$ cat src/rtl/bus_controller.sv
// Bus controller: runs one master request at a time onto a one-hot device bus,
// waits for the device ack (bounded by TIMEOUT) and reports a one-cycle done strobe.
module bus_controller #(
  parameter int unsigned TIMEOUT = 16
) (
  input  logic        clk,
  input  logic        rst_n,
  input  logic        req,
  input  logic        we,
  input  logic [31:0] phys_addr,
  input  logic [7:0]  device_en,
  input  logic [31:0] wdata,
  output logic        busy,
  output logic        done,
  output logic        err,
  output logic [31:0] rdata,
  output logic [7:0]  dev_en,
  output logic [31:0] dev_addr,
  output logic        dev_we,
  output logic [31:0] dev_wdata,
  input  logic        dev_ack,
  input  logic [31:0] dev_rdata
);

  localparam int unsigned CW = $clog2(TIMEOUT + 1);
  localparam logic [CW-1:0] TLIM = CW'(TIMEOUT);

  typedef enum logic [1:0] {IDLE, ACCESS, RESP} state_e;

  state_e        state_q;
  logic [CW-1:0] cnt_q;
  logic [CW-1:0] cnt_d;
  logic          busy_q;
  logic          done_q;
  logic          err_q;
  logic [31:0]   rdata_q;
  logic [7:0]    en_q;
  logic [31:0]   addr_q;
  logic          we_q;
  logic [31:0]   wdata_q;
  logic          oneHot;

  assign oneHot = (device_en != 8'd0) && ((device_en & (device_en - 8'd1)) == 8'd0);

  // Saturating increment: the counter never wraps even if held in ACCESS.
  assign cnt_d = (cnt_q == TLIM) ? cnt_q : cnt_q + CW'(1);

  // The device-side registers double as the request latch, so the bus
  // sees the latched request directly and stays stable through ACCESS.
  always_ff @(posedge clk or negedge rst_n) begin
    if (!rst_n) begin
      state_q <= IDLE;
      cnt_q   <= '0;
      busy_q  <= 1'b0;
      done_q  <= 1'b0;
      err_q   <= 1'b0;
      rdata_q <= '0;
      en_q    <= '0;
      addr_q  <= '0;
      we_q    <= 1'b0;
      wdata_q <= '0;
    end else begin
      case (state_q)
        IDLE: begin
          if (req) begin
            cnt_q   <= '0;
            addr_q  <= phys_addr;
            wdata_q <= wdata;
            busy_q  <= 1'b1;
            if (oneHot) begin
              state_q <= ACCESS;
              en_q    <= device_en;
              we_q    <= we;
            end else begin
              state_q <= RESP;
              done_q  <= 1'b1;
              err_q   <= 1'b1;
            end
          end
        end
        ACCESS: begin
          if (!dev_ack) begin
            cnt_q <= cnt_d;
          end
          // Ack beats a timeout landing on the same edge.
          if (dev_ack || (cnt_d == TLIM)) begin
            state_q <= RESP;
            done_q  <= 1'b1;
            err_q   <= ~dev_ack;
            rdata_q <= (dev_ack && !we_q) ? dev_rdata : 32'd0;
            en_q    <= '0;
            we_q    <= 1'b0;
          end
        end
        RESP: begin
          state_q <= IDLE;
          busy_q  <= 1'b0;
          done_q  <= 1'b0;
          err_q   <= 1'b0;
          rdata_q <= '0;
        end
        default: begin
          state_q <= IDLE;
          busy_q  <= 1'b0;
          done_q  <= 1'b0;
          err_q   <= 1'b0;
          rdata_q <= '0;
          en_q    <= '0;
          we_q    <= 1'b0;
        end
      endcase
    end
  end

  assign busy      = busy_q;
  assign done      = done_q;
  assign err       = err_q;
  assign rdata     = rdata_q;
  assign dev_en    = en_q;
  assign dev_addr  = addr_q;
  assign dev_we    = we_q;
  assign dev_wdata = wdata_q;

endmodule

$ cat config.mk
export PLATFORM = sky130hd
export DESIGN_NAME = bus_controller
export DESIGN_NICKNAME = d
export VERILOG_FILES = /design/src/rtl/bus_controller.sv
export SDC_FILE = /design/constraint.sdc
export NUM_CORES = 1
export LEC_CHECK = 0
export BUFFER_PORTS_ARGS = -buffer_cell sky130_fd_sc_hd__buf_2
export CAP_MARGIN = 20
export CORE_ASPECT_RATIO = 1.25
export CORE_MARGIN = 2
export CORE_UTILIZATION = 50
export DETAILED_ROUTE_END_ITERATION = 10
export PLACE_DENSITY_LB_ADDON = 0.2
export SYNTH_ARGS = -nofsm -noshare
export SYNTH_HDL_FRONTEND = slang
export SYNTH_SLANG_ARGS = --single-unit
$ cat constraint.sdc
create_clock -name clk -period 4.55 [get_ports clk]
set_input_delay 0.6825 -clock clk [delete_from_list [all_inputs] [get_ports clk]]
set_output_delay 0.6825 -clock clk [all_outputs]
set_load 0.02 [all_outputs]
==> results.md <==
* Die area at 10000 um^2
* Syn avg cell area at approximately 10 um^2
* CP Class: flip-flop to flip-flop
* CTS Buf Count at 17
* Crit-path cells: inv_1 -> ha_1 -> nor2b_1 -> nor4b_2 -> a311o_2 -> nor4b_4 -> o22ai_4 -> a22o_1
* Buffers on Ports at around 220
* Core Area at around 9100 um^2
* Reg clk slew, reported paths at 50 ps
* Hold Path Class: input pin to asynchronous set/reset pin
* Final GP Congestion at 0.812
* H-tree depth at 4
* Fill cell count at 733
* Leading area contributor after synthesis: dfrtp_1
* Top FF cell, synth: dfrtp_1
* Synth Register Bits at 115
* GR Overflow Total at 0
* Critical R2R Capture: rdata[13]
* Mapped Nets at ~560
* Register area at between 2000 and 3000 um^2
* Finished Cell Area at 6390 um^2
* Post-Layout Cell Count at roughly 800
* TNS Setup at 0 ps
* Pin count of the biggest net entering global routing at 66
* Worst path depth at 8
* P per Cell Area at approximately 740 nW/um^2
* Fmax at around 0.40 GHz
* Leak at between 3 and 4 nW
* RSZ-0062 raised after global routing: false
* CTS sink cnt at around 120
* Worst-Margin Slew at 858 ps
* Gate power share at 0.360
* CTS tree: yes
* Seq/Total Area, Yosys at 0.624
* Post-CTS setup buffers at 0
* Cell family with most CP delay: compound AO/OA/AOI/OAI gates
* Via-to-Cell Ratio at ~5.0
* Share of layout cells above drive strength 1 at 0.394
* Crit path max fanout at 32
* Maximum vdd drop at 0.000449 V
* Fin nets at about 770
* CTS Hold Bufs at 0
* Worst setup margin at around 2100 ps
* Clock share of power at 0.291
* Sequential Power Share at 0.349
* Worst setup startpoint: cnt_q[0]
* Global-route wire length before repair at 19400 um
* Post-synth top cells: nand2_1 (199), dfrtp_1 (115), a22o_1 (41)
* EDFF count, synth at 0
* Req. time, crit path at roughly 4900 ps
* WL per Instance at ~15 um
* Die Y at ~110 um
* Critical-path top delay cell: o22ai_4
* R2R Setup Slk at around 2100 ps
* Critical R2R Launch: cnt_q[0]
* Final WL at about 12000 um
* Sw Pwr at between 0.0015 and 0.002 W
* Slew margin rel. at 0.428
* Post-route ant nets at 0
* Maxcap violations at 0
* Sw Share at 0.383
* Synthesized cell area at 4610 um^2
* Ant. Diodes at 0
* Cell with the most instances after synthesis: nand2_1
* Initial drt markers at between 200 and 250
* Outcome: completed
* First-pass DRT Iterations at 4
* Slowest stage delay, CP at between 600 and 700 ps
* Total GRT Usage at 0.244
* FP Rows at 39
* Post-CTS sizing at 0
* Crit start category: flip-flop
* DRC Markers at 0
* Clock latency on the worst-skew pair at around 410 ps
* Synth async-reset ratio at 1.00
* Pins Over Slew Limit at 0
* IO Count at 217
* Top cells by area, synth: dfrtp_1 (62%), nand2_1 (16%), a22o_1 (7.8%)
* Skew final at slightly below 6 ps
* Clk root buf: clkbuf_16
* Crit. End Element: flip-flop
* Number of global-route vias before repair at between 4000 and 5000
* Post-Syn Instances at 445
* Final worst-path cycle share at 0.545
* Multi-input gate area at about 1600 um^2
* Number of distinct library cells after synthesis at 41
* Critical path data arrival time at ~2800 ps
* Buf+Inv Stages, Crit Path at 1
* End of the critical path: rdata[13]
* Final Setup Violations at 0
* Vias at ~4000
* Synth warn at 0
* Initial Util at 0.508
* Clock tree buffer depth at 2
* Final Hold Viols at 0
* Post-DP HPWL at approximately 8000 um
* Dpl ws at 2070 ps
* Placed Instances at about 770
* Area delta synth->final at 38.7%
* Synth top area share at 0.624
* DP Area at 5770 um^2
* Initial antenna violation count at 0
* Chip width at 89.9 um
* Internal power at between 0.002 and 0.003 W
* FF-to-FF path depth at 8
* Tmin final at about 2500 ps
## how the worst min path moves through the flow
stage | from | endpoint | slack, ps | cells after the start
after floorplan | rst_n | busy | 390 | 0
after global placement | dev_wdata[7] | dev_wdata[7] | 450 | 2
after detailed placement | dev_addr[0] | dev_addr[0] | 460 | 2
after CTS | rst_n | dev_en[0] | 170 | 1
after global routing | rst_n | dev_en[6] | 180 | 1
final | rst_n | dev_en[0] | 180 | 1
## metal layers
layer	up-vias	global-route usage	share of wire	wire, um
li1	1907	-	-	-
met1	1910	0.297	0.40	4680
met2	175	0.391	0.49	5830
met3	19	0.0920	0.088	1040
met4	0	0.108	0.020	236
met5	-	0	0	0
## power by group through the flow
stage               Sequential (W)  Clock, W  Combinational [W]
global placement           0.00163         0            0.00164
detailed placement         0.00164         0            0.00170
CTS                        0.00164   0.00139            0.00171
floorplan                  0.00207         0           0.000683
global route               0.00169   0.00143            0.00185
finish                     0.00164   0.00137            0.00169
## layout by cell type (no fill, tap or decap), types with 2 or more instances in the layout
cell,netlist,layout
buf_2,0,215
inv_1,6,6
nor2_1,9,9
buf_12,0,2
clkinv_2,0,5
o21ai_0,6,6
a22o_1,41,41
nand2_1,199,198
clkbuf_16,0,17
a21oi_1,5,5
nor2b_1,4,4
bufinv_16,0,4
dfrtp_1,115,115
buf_4,0,4
nand3_1,3,3
ha_1,2,2
nand4b_1,2,2
a31oi_1,2,2
nor4_2,2,2
## sequential cells by signal, summed over array words and instances, names as in the netlist
signal     flops
dev_en         8
dev_we         1
dev_wdata     32
cnt_q          5
busy           1
state_q        2
done           1
err            1
rdata         32
dev_addr      32
## kinds of logic (layout without fill, tap and decap cells)
logic type	after synthesis	count (layout)	share of synthesized area
simple gates	230	230	0.211
fa+ha+maj	3	3	0.00760
compound gates	66	66	0.118
xor+xnor	2	2	0.00543
flops	115	115	0.624
buf+inv	29	257	0.0334
## metrics by stage
stage	power [W]	hold slack, ps	utilization
floorplan	0.00275	387	-
global placement	0.00327	453	0.633
detailed placement	0.00334	456	0.635
CTS	0.00473	173	0.702
global route	0.00497	182	0.704
finish	0.00470	178	0.704
## area by class of cell
type	instances	share of cell area
clock buffers	19	0.0693
clock inverters	11	0.0253
inverters	6	0.00352
multi-input cells	301	0.248
flip-flops and latches	115	0.450
well taps	123	0.0241
repair buffers	221	0.179
(Power assumes the default switching activity.)
